<file path="config.mk">
export PLATFORM = sky130hd
export DESIGN_NAME = alien_march_ctrl_flat
export DESIGN_NICKNAME = d
export VERILOG_FILES = /design/src/rtl/alien_march_ctrl_pkg.sv /design/src/rtl/alien_march_ctrl_if.sv /design/src/rtl/alien_march_ctrl_period.sv /design/src/rtl/alien_march_ctrl.sv /design/src/flat_wrapper.sv
export SDC_FILE = /design/constraint.sdc
export NUM_CORES = 1
export LEC_CHECK = 0
export CORE_MARGIN = 10
export CORE_UTILIZATION = 60
export DETAILED_ROUTE_END_ITERATION = 10
export PLACE_DENSITY = 0.81
export SETUP_SLACK_MARGIN = 0.2
export SKIP_CTS_REPAIR_TIMING = 1
export SYNTH_ARGS = -nofsm -noshare
export SYNTH_HDL_FRONTEND = slang
export SYNTH_SLANG_ARGS = --single-unit
export TNS_END_PERCENT = 50
</file>
<file path="constraint.sdc">
create_clock -name clk -period 5.35 [get_ports clk]
set_input_delay 1.07 -clock clk [delete_from_list [all_inputs] [get_ports clk]]
set_output_delay 1.07 -clock clk [all_outputs]
set_load 0.005 [all_outputs]
</file>
<file path="src/rtl/alien_march_ctrl_pkg.sv">
// game_pkg: motion codes, march states and screen constants shared by the game blocks
package game_pkg;
  typedef logic [2:0] motion_t;
  localparam motion_t MOT_NONE  = 3'd0;
  localparam motion_t MOT_LEFT  = 3'd1;
  localparam motion_t MOT_RIGHT = 3'd2;
  localparam motion_t MOT_DOWN  = 3'd3;
  typedef enum logic [1:0] {IDLE, MARCH, DROP, HALT} march_state_e;
  localparam int SCREEN_WIDTH  = 640;
  localparam int SCREEN_HEIGHT = 480;
endpackage

</file>
<file path="src/rtl/alien_march_ctrl_if.sv">
// alien_march_ctrl_if: game-side inputs and march command outputs of the march controller
interface alien_march_ctrl_if #(parameter int PERIOD_W = 8);
  import game_pkg::*;
  logic frame_tick;
  logic enable;
  logic canLeft;
  logic canRight;
  logic killingAlien;
  logic victory;
  logic defeat;
  motion_t motion;
  logic halted;
  logic [PERIOD_W-1:0] period;
  modport master(output frame_tick, enable, canLeft, canRight, killingAlien, victory, defeat,
                 input motion, halted, period);
  modport slave(input frame_tick, enable, canLeft, canRight, killingAlien, victory, defeat,
                output motion, halted, period);
endinterface

</file>
<file path="src/rtl/alien_march_ctrl_period.sv">
// march_period_ctrl: march period that shrinks by one step per kill, floored at MIN_PERIOD
module march_period_ctrl #(
  parameter int PERIOD_W     = 8,
  parameter int BASE_PERIOD  = 30,
  parameter int MIN_PERIOD   = 2,
  parameter int KILL_SPEEDUP = 1
) (
  input  logic                clk,
  input  logic                reset,
  input  logic                killingAlien,
  input  logic                freeze,
  output logic [PERIOD_W-1:0] period
);
  logic kprev;
  // one saturating decrement per rising edge of killingAlien, computed wide so it cannot underflow
  always_ff @(posedge clk)
    if (reset) begin
      kprev  <= 1'b0;
      period <= PERIOD_W'(BASE_PERIOD);
    end else begin
      kprev <= killingAlien;
      if (killingAlien && !kprev && !freeze)
        period <= (int'(period) - KILL_SPEEDUP >= MIN_PERIOD) ? period - PERIOD_W'(KILL_SPEEDUP)
                                                               : PERIOD_W'(MIN_PERIOD);
    end
endmodule

</file>
<file path="src/rtl/alien_march_ctrl.sv">
// alien_march_ctrl: frame-paced LEFT/RIGHT/DOWN strobes for the alien formation
module alien_march_ctrl
  import game_pkg::*;
#(
  parameter int PERIOD_W     = 8,
  parameter int BASE_PERIOD  = 30,
  parameter int MIN_PERIOD   = 2,
  parameter int KILL_SPEEDUP = 1,
  parameter int DROP_STEPS   = 8
) (
  input logic clk,
  input logic reset,
  alien_march_ctrl_if.slave bus
);
  localparam int DW = $clog2(DROP_STEPS) + 1;
  march_state_e state, state_n;
  logic [PERIOD_W-1:0] fcnt, fcnt_n, period;
  logic [DW-1:0] dcnt, dcnt_n;
  motion_t dir, dir_n, motion, motion_n, flip;
  logic tick, can;
  march_period_ctrl #(
    .PERIOD_W(PERIOD_W), .BASE_PERIOD(BASE_PERIOD),
    .MIN_PERIOD(MIN_PERIOD), .KILL_SPEEDUP(KILL_SPEEDUP)
  ) u_period (
    .clk(clk), .reset(reset), .killingAlien(bus.killingAlien),
    .freeze(state == HALT), .period(period)
  );
  assign tick = bus.frame_tick & bus.enable;
  assign can = (dir == MOT_RIGHT) ? bus.canRight : bus.canLeft;
  assign flip = (dir == MOT_RIGHT) ? MOT_LEFT : MOT_RIGHT;
  assign bus.motion = motion;
  assign bus.halted = state == HALT;
  assign bus.period = period;
  // march state register and strobe output
  always_ff @(posedge clk)
    if (reset) begin
      state  <= IDLE;
      fcnt   <= '0;
      dcnt   <= '0;
      dir    <= MOT_RIGHT;
      motion <= MOT_NONE;
    end else begin
      state  <= state_n;
      fcnt   <= fcnt_n;
      dcnt   <= dcnt_n;
      dir    <= dir_n;
      motion <= motion_n;
    end
  // next state: halting wins over any step due in the same clk; the step test uses the current period
  always_comb begin
    state_n  = state;
    fcnt_n   = fcnt;
    dcnt_n   = dcnt;
    dir_n    = dir;
    motion_n = MOT_NONE;
    if (state != IDLE && state != HALT && (bus.victory || bus.defeat)) begin
      state_n = HALT;
    end else if (state == IDLE) begin
      state_n = bus.enable ? MARCH : IDLE;
      fcnt_n  = '0;
      dir_n   = MOT_RIGHT;
    end else if (state == MARCH && tick) begin
      if (fcnt >= period - PERIOD_W'(1)) begin
        fcnt_n = '0;
        if (can) begin
          motion_n = dir;
        end else begin
          motion_n = MOT_DOWN;
          if (DROP_STEPS == 1) begin
            dir_n = flip;
          end else begin
            dcnt_n  = DW'(DROP_STEPS - 1);
            state_n = DROP;
          end
        end
      end else begin
        fcnt_n = fcnt + PERIOD_W'(1);
      end
    end else if (state == DROP && tick) begin
      motion_n = MOT_DOWN;
      dcnt_n   = dcnt - DW'(1);
      if (dcnt == DW'(1)) begin
        dir_n   = flip;
        fcnt_n  = '0;
        state_n = MARCH;
      end
    end
  end
endmodule

</file>
<file path="src/flat_wrapper.sv">
// flat-port wrapper written by rule: the top's interface ports become plain ports
module alien_march_ctrl_flat import game_pkg::*;
#(
  parameter int PERIOD_W     = 8,
  parameter int BASE_PERIOD  = 30,
  parameter int MIN_PERIOD   = 2,
  parameter int KILL_SPEEDUP = 1,
  parameter int DROP_STEPS   = 8
)
  (clk, reset, bus_frame_tick, bus_enable, bus_canLeft, bus_canRight, bus_killingAlien, bus_victory, bus_defeat, bus_motion, bus_halted, bus_period);
  alien_march_ctrl_if #(.PERIOD_W(PERIOD_W)) bus_i ();
  input logic clk;
  input logic reset;
  input wire logic [$bits(bus_i.frame_tick)-1:0] bus_frame_tick;
  input wire logic [$bits(bus_i.enable)-1:0] bus_enable;
  input wire logic [$bits(bus_i.canLeft)-1:0] bus_canLeft;
  input wire logic [$bits(bus_i.canRight)-1:0] bus_canRight;
  input wire logic [$bits(bus_i.killingAlien)-1:0] bus_killingAlien;
  input wire logic [$bits(bus_i.victory)-1:0] bus_victory;
  input wire logic [$bits(bus_i.defeat)-1:0] bus_defeat;
  output wire logic [$bits(bus_i.motion)-1:0] bus_motion;
  output wire logic [$bits(bus_i.halted)-1:0] bus_halted;
  output wire logic [$bits(bus_i.period)-1:0] bus_period;
  assign bus_i.frame_tick = bus_frame_tick;
  assign bus_i.enable = bus_enable;
  assign bus_i.canLeft = bus_canLeft;
  assign bus_i.canRight = bus_canRight;
  assign bus_i.killingAlien = bus_killingAlien;
  assign bus_i.victory = bus_victory;
  assign bus_i.defeat = bus_defeat;
  assign bus_motion = bus_i.motion;
  assign bus_halted = bus_i.halted;
  assign bus_period = bus_i.period;
  alien_march_ctrl #(.PERIOD_W(PERIOD_W), .BASE_PERIOD(BASE_PERIOD), .MIN_PERIOD(MIN_PERIOD), .KILL_SPEEDUP(KILL_SPEEDUP), .DROP_STEPS(DROP_STEPS)) u_core (.clk(clk), .reset(reset), .bus(bus_i));
endmodule
</file>
==> out/metrics.yaml, run 1 <==
run_status:
  status: "finished, final reports clean"
global_routing:
  grt_overflow_total: 0
  antenna_found_initial: 0
  grt_pass1_vias: 1590
  grtUsageTotal_pct: 15.2
  grt_start_max_net_pins: 23
  grt_first_pass_wirelength_microns: 6910
clocking:
  tritoncts_clock_tree: "done"
  cts.htree.levels: 1
  cts-buffers-inserted: 3
  clkLatencyLatePin_ns: 0.33
  clock_slew_at_the_register_clock_pins_of_the_worst_setup_and_hold_paths_ns: 0.15
  cts.sink_count: 27
  cts_buffer_depth: 2
  root_buffer: "clkbuf_4"
place:
  place_congestion: 0.908
  dpl-instance-area_sq_um: 2040
  hpwl_microns: 3110
  total_of_buffers_placed_on_input_and_output_ports: 19
die:
  die-width_microns: 75.5
  core-area_sq_um: 3000
  die-height_microns: 75.5
  effective_utilization_at_floorplan_pct: 61.5
  num_io_pins: 21
  floorplan.rows: 20
  die_area_sq_um: 5690
logic_synthesis:
  ys_warn_count: 0
  yosysUniqueCellTypes: 56
  post-synth-top-count-cell: "dfxtp_1"
  synth.cell_area_sq_um: 1850
  synth_common_cells: "dfxtp_1 (27), a21oi_1 (17), nand2_1 (17), nor2_1 (17)"
  yosys.area.top_type_share_pct: 29.3
  synth_nets: 247
  synth_async_sr_flop_share_pct: 0
  synth.area.top_cells: "dfxtp_1 (29%), ha_1 (9.5%), a21oi_1 (4.6%)"
  cells_after_synthesis: 224
  ys.flop_type: "dfxtp_1"
  syn_avg_cell_area_sq_um: 8.24
  synth_top_cell_by_area: "dfxtp_1"
  synth-edff-count: 0
  post_synthesis_sequential_area_ratio_pct: 29.3
  synth-seq-cells: 27
min_path:
  worstHoldPathType: "flop to flop"
  worstHoldEndpoint: "u_core.fcnt[0]"
  count_of_cells_along_the_worst_hold_path: 2
  worst_hold_startpoint: "u_core.fcnt[0]"
layout:
  fin_nets: 264
  area.growth.synth_to_final_pct: 11.9
  postLayoutCellArea_sq_um: 2070
  antenna_cells_inserted: 0
  drive_gt1_share_pct: 5.00
  num-fill-cells: 255
critical_path:
  path_class: "flop to flop"
  worst-endpoint-arrival_ns: 3.21
  timing.critical_path.to_type: "flop"
  timing.critical_path.slowest_cell_delay_ns: 0.39
  timing.rr.end: "u_core.state[0]"
  start_kind: "flop"
  rr_startpoint: "u_core.u_period.period[0]"
  worst-endpoint-required_ns: 5.58
  crit_path_cell_trace: "inv_1 -> ha_1 -> nor3b_1 -> xnor2_1 -> ha_1 -> o21ai_0 -> a21oi_1 -> o2bb2ai_2 -> a21oi_1 -> o21ai_0 -> mux2_2"
  crit_path_top_delay_cell: "dfxtp_1"
  r2r_slack_ns: 2.37
  worst_r2r_path_depth: 11
  worstPathMaxFanout: 10
timing:
  maxSlewHeadroom_pct: 30.0
  final-setup-viol-count: 0
  min_period_over_period_pct: 55.7
  timing.fmax_mhz: 336
  finalClockSkew_ns: 0.0158
  final.setup.tns_ns: 0
  final_max_slew_viol_count: 0
  timing_worst_slew_pin_value_ns: 1.04
  unrepaired_setup_endpoints_after_global_routing: "no"
  final.min_clock_period_ns: 2.98
  hold_viol_final: 0
drt:
  routedWlPerCell_microns: 14.8
  vias_post_dr: 1691
  via_per_inst: 6.19
  postRouteAntennaNets: 0
  detailedRoute.firstIterationViolations: 130
  drtPass1Iterations: 4
  drc: 0
  wirelength_microns: 4050
run:
  max_cap_violations: 0
pwr:
  total_power_uw: 586
  power_density_of_the_placed_cells_nw_per_um2: 284
  p_leak_nw: 0.769
  ir_drop_mv: 0.209
[flip-flops by register name, summed over array words and instances, names as in the netlist]
register,flops
u_core.dcnt,4
u_core.state,2
u_core.fcnt,8
u_core.dir,2
u_core.u_period.period,8
u_core.bus.motion,2
u_core.u_period.kprev,1
[worst max-delay path: cells and delay by family (launching register included)]
kind            cells  cell delay (ns)
xor+xnor            1             0.15
flops               1             0.39
buf+inv             1             0.10
compound gates      5             0.91
fa+ha+maj           2             0.67
mux                 1             0.38
simple gates        1             0.28
[how the worst max path moves through the flow]
stage | startpoint | endpoint | slack (ns)
4_1_cts | u_core.u_period.period[0] | u_core.state[0] | 2.35
3_3_place_gp | reset | u_core.fcnt[4] | 2.15
2_1_floorplan | u_core.u_period.period[0] | u_core.state[0] | 2.71
6_report | u_core.u_period.period[0] | u_core.state[0] | 2.37
5_1_grt | u_core.u_period.period[0] | u_core.state[0] | 2.09
3_5_place_dp | bus_enable | u_core.fcnt[6] | 2.10
[metrics by stage]
stage	setup WS, ns	util [%]	hold slack, ns	instances
finish	2.37	68.8	0.506	273
global route	2.09	68.8	0.549	273
CTS	2.35	68.8	0.503	273
detailed placement	2.10	67.9	0.483	269
global placement	2.15	67.9	0.476	269
floorplan	2.71	-	0.458	224
[final cells by class]
cell class                 instances  area (sq um)  share of cell area (%)
clock buffer                       4          26.3                    1.27
multi-input combinational        177          1220                    59.0
timing repair buffer              19           190                    9.21
tap                               33          41.3                    2.00
inverter                          13          48.8                    2.36
sequential                        27           541                    26.2
[where the power goes]
group	internal (mW)	leakage, nW	switching (mW)
sequential	0.224	0.220	0.0272
combinational	0.0982	0.534	0.146
clock	0.0293	0.0150	0.0616
total	0.352	0.769	0.235
[placed cells by master (no fill, tap or decap), types with 3 or more instances in the layout]
cell	Yosys	final
and3_1	5	5
nand3_1	10	10
a31oi_1	3	3
inv_1	13	13
o21ai_0	14	14
mux2i_1	3	3
a21o_1	3	3
nor3_1	7	7
dfxtp_1	27	27
xnor2_1	5	5
nor2_1	17	17
nand2_1	17	17
o21a_1	5	5
a21oi_1	17	17
nor3b_1	4	4
clkbuf_4	0	3
o31ai_1	3	3
nor2b_1	5	5
nand2b_1	5	5
ha_1	14	14
nand4b_1	3	3
clkdlybuf4s50_1	0	19
[kinds of logic after synthesis]
kind of cell             Yosys count  share of synthesized area [%]
AND/OR/NAND/NOR                   86                           25.4
AO/OA/AOI/OAI                     65                           24.7
flip-flops                        27                           29.3
buffers and inverters             20                           4.68
adder cells (fa/ha/maj)           14                           9.49
XOR/XNOR                           7                           4.07
multiplexers                       4                           2.24
other                              1                          0.203
[per-layer routing]
layer / vias up / track usage, % / routed length [microns]
li1: 851 / - / -
met5: - / 0 / 0
met3: 7 / 3.26 / 146
met1: 805 / 18.7 / 1870
met4: 0 / 4.54 / 60
met2: 28 / 25.7 / 1970
Note: power is estimated with default switching activity, not from simulation.
==> run 2: changes to the inputs <==
CORE_UTILIZATION = 50   (was 60)
PLACE_DENSITY = 0.72   (was 0.81)
clock period = 2.6 ns   (was 5.35 ns; I/O delays follow)
==> out/metrics.yaml, run 2 (synthesized netlist as in run 1, its figures left out) <==
layout:
  num-fill-cells: 328  # was 255
  area.growth.synth_to_final_pct: 24.7  # was 11.9%
  fin_nets: 280  # was 264
  most_common_cell_after_layout_fill_and_taps_aside: "dfxtp_1"  # unchanged
  final_cell_count_no_fill: 304  # was 273
  drive_gt1_share_pct: 16.0  # was 5.00%
  commonest_non_fill_non_tap_cells_in_the_layout: "dfxtp_1 (25), clkdlybuf4s50_1 (19), nand2_1 (17), nor2_1 (17)"  # was dfxtp_1 (27), clkdlybuf4s50_1 (19), nand2_1 (17), nor2_1 (17), a21oi_1 (17)
  biggestRegsByFlops: "u_core.fcnt x8, u_core.u_period.period x8, u_core.dcnt x4"  # unchanged
  antenna_cells_inserted: 0  # unchanged
global_routing:
  grt_pass1_vias: 1706  # was 1,590
  antenna_found_initial: 0  # unchanged
  grt_first_pass_wirelength_microns: 7420  # was 6910 microns
  grtUsageTotal_pct: 13.7  # was 15.2%
  grt_start_max_net_pins: 17  # was 23
  grt_use_met1_pct: 16.7  # was 18.7%
  grt_overflow_total: 0  # unchanged
  use_met2_pct: 23.5  # was 25.7%
  global_route_met3_utilization_pct: 2.65  # was 3.26%
  grt.busiest_layer: "met2"  # unchanged
drt:
  detailedRoute.firstIterationViolations: 108  # was 130
  routedWlPerCell_microns: 15.1  # was 14.8 microns
  drtPass1Iterations: 5  # was 4
  wirelength_microns: 4590  # was 4050 microns
  vias_post_dr: 1753  # was 1,691
  via_per_inst: 5.77  # was 6.19
  postRouteAntennaNets: 0  # unchanged
  drc: 0  # unchanged
die:
  floorplan.rows: 22  # was 20
  die-width_microns: 80.8  # was 75.5 microns
  effective_utilization_at_floorplan_pct: 51.2  # was 61.5%
  num_io_pins: 21  # unchanged
  die-height_microns: 80.8  # was 75.5 microns
  core-area_sq_um: 3610  # was 3000 sq um
  die_area_sq_um: 6520  # was 5690 sq um
place:
  place_congestion: 0.873  # was 0.908
  hpwl_microns: 3390  # was 3110 microns
  total_of_buffers_placed_on_input_and_output_ports: 19  # unchanged
  place_ws_ns: 0.0478  # was 2.10 ns
  dp.cells: 298  # was 269
critical_path:
  top_delay_family_on_crit_path: "compound AO/OA/AOI/OAI gates"  # unchanged
  path_class: "flop to flop"  # unchanged
  worst-endpoint-arrival_ns: 2.70  # was 3.21 ns
  timing.critical_path.to_type: "flop"  # unchanged
  worst-path-stages: 10  # was 11
  worstPathMaxFanout: 6  # was 10
  crit_path_top_delay_cell: "or3_4"  # was dfxtp_1
  timing.critical_path.slowest_cell_delay_ns: 0.41  # was 0.39 ns
  crit_path_cell_trace: "or3_4 -> xor2_4 -> ha_1 -> o21a_1 -> o21ai_2 -> a21oi_2 -> o2bb2ai_4 -> a21oi_1 -> o21ai_1 -> mux2_2"  # was inv_1 -> ha_1 -> nor3b_1 -> xnor2_1 -> ha_1 -> o21ai_0 -> a21oi_1 -> o2bb2ai_2 -> a21oi_1 -> o21ai_0 -> mux2_2
  worst-endpoint-required_ns: 2.77  # was 5.58 ns
  critical_path.n_buffers_inverters: 0  # was 1
  start_kind: "flop"  # unchanged
  rr_startpoint: "u_core.u_period.period[1]"  # was u_core.u_period.period[0]
  setup.worst_path.start: "u_core.u_period.period[1]"  # was u_core.u_period.period[0]
  worst_r2r_path_depth: 10  # was 11
clocking:
  cts_buffer_depth: 2  # unchanged
  cts.htree.levels: 1  # unchanged
  clkLatencyLatePin_ns: 0.28  # was 0.33 ns
  cts-buffers-inserted: 3  # unchanged
  clock_slew_at_the_register_clock_pins_of_the_worst_setup_and_hold_paths_ns: 0.10  # was 0.15 ns
  root_buffer: "clkbuf_8"  # was clkbuf_4
  tritoncts_clock_tree: "done"  # unchanged
  cts.sink_count: 27  # unchanged
timing:
  final_worst_setup_slack_ns: 0.0767  # was 2.37 ns
  finalClockSkew_ns: 0.00853  # was 0.0158 ns
  hold_viol_final: 0  # unchanged
  hold-worst-slack_ns: 0.490  # was 0.506 ns
  final_max_slew_viol_count: 0  # unchanged
  final.setup.tns_ns: 0  # unchanged
  min_period_over_period_pct: 97.1  # was 55.7%
  unrepaired_setup_endpoints_after_global_routing: "yes"  # was no
  final-setup-viol-count: 0  # unchanged
  final.min_clock_period_ns: 2.52  # was 2.98 ns
  timing.fmax_mhz: 396  # was 336 MHz
pwr:
  power.switching_fraction_pct: 37.9  # was 40.0%
  ir_drop_mv: 0.506  # was 0.209 mV
  cellInternalPower_uw: 863  # was 352 uW
  power.sequential.fraction_pct: 37.4  # was 42.9%
  switching_component_of_the_power_uw: 526  # was 235 uW
  total_power_mw: 1.39  # was 586 uW
  logic_gate_share_of_total_power_pct: 44.5  # was 41.6%
  p_leak_nw: 0.874  # was 0.769 nW
  clock_network_fraction_of_total_power_pct: 18.1  # was 15.5%
  power_density_of_the_placed_cells_nw_per_um2: 603  # was 284 nW/um^2
run:
  max_cap_violations: 0  # unchanged
min_path:
  count_of_cells_along_the_worst_hold_path: 2  # unchanged
  worst_hold_startpoint: "u_core.fcnt[0]"  # unchanged
  worstHoldPathType: "flop to flop"  # unchanged
run_status:
  status: "finished, final reports clean"  # unchanged
-- run 2: cell count changes in the layout (fill, tap and decap cells not counted), moves of 2 or more --
cell / change
clkbuf_8: +3
dfxtp_1: -2
clkbuf_4: -3
a211oi_1: -2
o21ai_0: -2
buf_4: +16
a211oi_2: +2
dfxtp_4: +2
-- run 2: worst paths after layout --
kind	to	slack, ns
worst max-delay path	u_core.state[0]	0.08
worst min-delay path	u_core.fcnt[0]	0.49
worst max register to register	u_core.state[0]	0.08
worst min register to register	u_core.fcnt[0]	0.49
-- run 2: metrics by stage --
step	util, %	cell area [sq um]
6_report	63.8	2300
5_1_grt	63.8	2300
4_1_cts	61.9	2230
3_5_place_dp	60.5	2180
3_3_place_gp	60.5	2180
2_1_floorplan	-	1880
-- run 2: worst min-delay path, cell delays in order, from the launching register on --
cell	delay, ns
dfxtp_1	0.35
nand2_1	0.06
a21oi_1	0.05
-- run 2: power by group through the flow --
stage	sequential, mW	clock (mW)	combinational [mW]
2_1_floorplan	0.514	0	0.377
3_3_place_gp	0.523	0	0.574
3_5_place_dp	0.525	0	0.578
4_1_cts	0.515	0.257	0.581
5_1_grt	0.528	0.271	0.684
6_report	0.519	0.251	0.618
-- run 2: metal layers --
layer	share of wire (%)	vias to the layer above	wire [microns]
met1	46	829	2090
li1	-	877	-
met5	0	-	0
met4	1.9	0	86
met3	4.3	10	196
met2	48	37	2220
-- run 2: cell type report --
class	instances	area, sq um	area share (%)
tap	48	60.1	2.61
clock inverter	1	6.26	0.272
multi-input combinational	177	1290	55.9
timing repair buffer	35	310	13.5
inverter	13	48.8	2.12
sequential	27	548	23.8
clock buffer	3	41.3	1.79
==> run 3: changes to the inputs <==
CORE_MARGIN = 2   (was 10)
==> out/metrics.yaml, run 3 (synthesized netlist as in run 1, its figures left out) <==
timing:
  timing.fmax_mhz: 402  # was 396 MHz
  unrepaired_setup_endpoints_after_global_routing: "yes"  # unchanged
  min_period_over_period_pct: 95.6  # was 97.1%
  hold-worst-slack_ns: 0.487  # was 0.490 ns
  hold_viol_final: 0  # unchanged
  final-setup-viol-count: 0  # unchanged
  final.min_clock_period_ns: 2.49  # was 2.52 ns
  final_max_slew_viol_count: 0  # unchanged
  finalClockSkew_ns: 0.00474  # was 0.00853 ns
layout:
  final_util_pct: 65.9  # was 63.8%
  biggestRegsByFlops: "u_core.fcnt x8, u_core.u_period.period x8, u_core.dcnt x4"  # unchanged
  fin_nets: 283  # was 280
  area.growth.synth_to_final_pct: 28.7  # was 24.7%
  drive_gt1_share_pct: 18.1  # was 16.0%
  antenna_cells_inserted: 0  # unchanged
  commonest_non_fill_non_tap_cells_in_the_layout: "dfxtp_1 (25), clkdlybuf4s50_1 (19), buf_4 (18)"  # was dfxtp_1 (25), clkdlybuf4s50_1 (19), nand2_1 (17), nor2_1 (17)
  most_common_cell_after_layout_fill_and_taps_aside: "dfxtp_1"  # unchanged
  final_cell_count_no_fill: 307  # was 304
die:
  effective_utilization_at_floorplan_pct: 51.2  # unchanged
  floorplan.rows: 22  # unchanged
  die-height_microns: 64.8  # was 80.8 microns
  core-area_sq_um: 3610  # unchanged
  die_area_sq_um: 4190  # was 6520 sq um
  die-width_microns: 64.8  # was 80.8 microns
  num_io_pins: 21  # unchanged
global_routing:
  grt_start_max_net_pins: 21  # was 17
  global_route_met3_utilization_pct: 2.60  # was 2.65%
  grt_first_pass_wirelength_microns: 7010  # was 7420 microns
  grtUsageTotal_pct: 21.4  # was 13.7%
  grt_overflow_total: 0  # unchanged
  grt_use_met1_pct: 26.9  # was 16.7%
  grt_pass1_vias: 1615  # was 1,706
  grt.busiest_layer: "met2"  # unchanged
  use_met2_pct: 36.1  # was 23.5%
  antenna_found_initial: 0  # unchanged
run:
  max_cap_violations: 0  # unchanged
pwr:
  logic_gate_share_of_total_power_pct: 45.8  # was 44.5%
  power.sequential.fraction_pct: 36.7  # was 37.4%
  p_leak_nw: 0.918  # was 0.874 nW
  power.switching_fraction_pct: 37.5  # was 37.9%
  power_density_of_the_placed_cells_nw_per_um2: 596  # was 603 nW/um^2
  clock_network_fraction_of_total_power_pct: 17.5  # was 18.1%
  cellInternalPower_uw: 885  # was 863 uW
  ir_drop_mv: 0.347  # was 0.506 mV
  switching_component_of_the_power_uw: 531  # was 526 uW
place:
  hpwl_microns: 3110  # was 3390 microns
  dp.cells: 301  # was 298
  total_of_buffers_placed_on_input_and_output_ports: 19  # unchanged
  place_congestion: 0.894  # was 0.873
min_path:
  worst_hold_startpoint: "u_core.fcnt[0]"  # unchanged
  worstHoldEndpoint: "u_core.fcnt[0]"  # unchanged
  count_of_cells_along_the_worst_hold_path: 2  # unchanged
  worstHoldPathType: "flop to flop"  # unchanged
clocking:
  cts_buffer_depth: 2  # unchanged
  cts-buffers-inserted: 3  # unchanged
  cts.htree.levels: 1  # unchanged
  tritoncts_clock_tree: "done"  # unchanged
  clock_slew_at_the_register_clock_pins_of_the_worst_setup_and_hold_paths_ns: 0.10  # about the same
  root_buffer: "clkbuf_8"  # unchanged
  clkLatencyLatePin_ns: 0.28  # about the same
  cts.sink_count: 27  # unchanged
critical_path:
  worst-endpoint-required_ns: 2.78  # was 2.77 ns
  crit_path_cell_trace: "or3_4 -> xor2_4 -> ha_1 -> o21a_1 -> o21ai_2 -> a21oi_2 -> o2bb2ai_4 -> a21oi_2 -> o21ai_2 -> mux2_4"  # was or3_4 -> xor2_4 -> ha_1 -> o21a_1 -> o21ai_2 -> a21oi_2 -> o2bb2ai_4 -> a21oi_1 -> o21ai_1 -> mux2_2
  worstPathMaxFanout: 6  # unchanged
  path_class: "flop to flop"  # unchanged
  timing.rr.end: "u_core.state[0]"  # unchanged
  rr_startpoint: "u_core.u_period.period[1]"  # unchanged
  worst_r2r_path_depth: 10  # unchanged
  r2r_slack_ns: 0.11  # was 0.08 ns
  timing.critical_path.to_type: "flop"  # unchanged
  start_kind: "flop"  # unchanged
  timing.critical_path.slowest_cell_delay_ns: 0.40  # was 0.41 ns
  crit_path_top_delay_cell: "or3_4"  # unchanged
  worst-endpoint-arrival_ns: 2.66  # was 2.70 ns
drt:
  routedWlPerCell_microns: 13.8  # was 15.1 microns
  via_per_inst: 5.64  # was 5.77
  drc: 0  # unchanged
  vias_post_dr: 1733  # was 1,753
  wirelength_microns: 4250  # was 4590 microns
  detailedRoute.firstIterationViolations: 102  # was 108
  drtPass1Iterations: 4  # was 5
  postRouteAntennaNets: 0  # unchanged
run_status:
  status: "finished, final reports clean"  # unchanged
[run 3: power by group through the flow]
stage	registers, mW	clock network (mW)	logic, mW
4_1_cts	0.515	0.251	0.596
3_3_place_gp	0.523	0	0.588
3_5_place_dp	0.524	0	0.594
6_report	0.519	0.247	0.649
5_1_grt	0.526	0.269	0.728
2_1_floorplan	0.514	0	0.377
[run 3: worst max-delay path by stage]
stage                              start  slack, ns         endpoint
2_1_floorplan  u_core.u_period.period[0]       0.22  u_core.state[0]
3_3_place_gp   u_core.u_period.period[0]       0.04   u_core.fcnt[6]
3_5_place_dp   u_core.u_period.period[0]      0.004   u_core.fcnt[6]
4_1_cts        u_core.u_period.period[0]      -0.03   u_core.fcnt[6]
5_1_grt        u_core.u_period.period[1]       0.02  u_core.state[0]
6_report       u_core.u_period.period[1]       0.11  u_core.state[0]
[run 3: through the flow]
step	setup WS, ns	instance area [sq um]	TNS [ns]	power, mW
2_1_floorplan	0.222	1880	0	0.891
3_3_place_gp	0.0383	2210	0	1.11
3_5_place_dp	0.00422	2210	0	1.12
4_1_cts	-0.0275	2250	-0.0275	1.36
5_1_grt	0.0215	2370	0	1.52
6_report	0.114	2370	0	1.42
[run 3: layer usage]
| layer | share of wire (%) | vias to the layer above |
|---|---|---|
| li1 | - | 886 |
| met1 | 46 | 816 |
| met2 | 50 | 25 |
| met3 | 2.4 | 6 |
| met4 | 1.5 | 0 |
| met5 | 0 | - |
[run 3: cell type report]
cell class | count | area (sq um)
Clock buffer | 3 | 41.3
Clock inverter | 1 | 5.00
Fill cell | 313 | 1230
Inverter | 13 | 48.8
Multi-Input combinational cell | 177 | 1340
Sequential cell | 27 | 548
Tap cell | 48 | 60.1
Timing Repair Buffer | 38 | 337
[run 3: worst max-delay path, delay by kind of cell (launching register included)]
kind | cells | cell delay (ns)
adder cells (fa/ha/maj) | 1 | 0.30
XOR/XNOR | 1 | 0.17
AO/OA/AOI/OAI | 6 | 0.83
multiplexers | 1 | 0.32
flip-flops | 1 | 0.37
AND/OR/NAND/NOR | 1 | 0.40
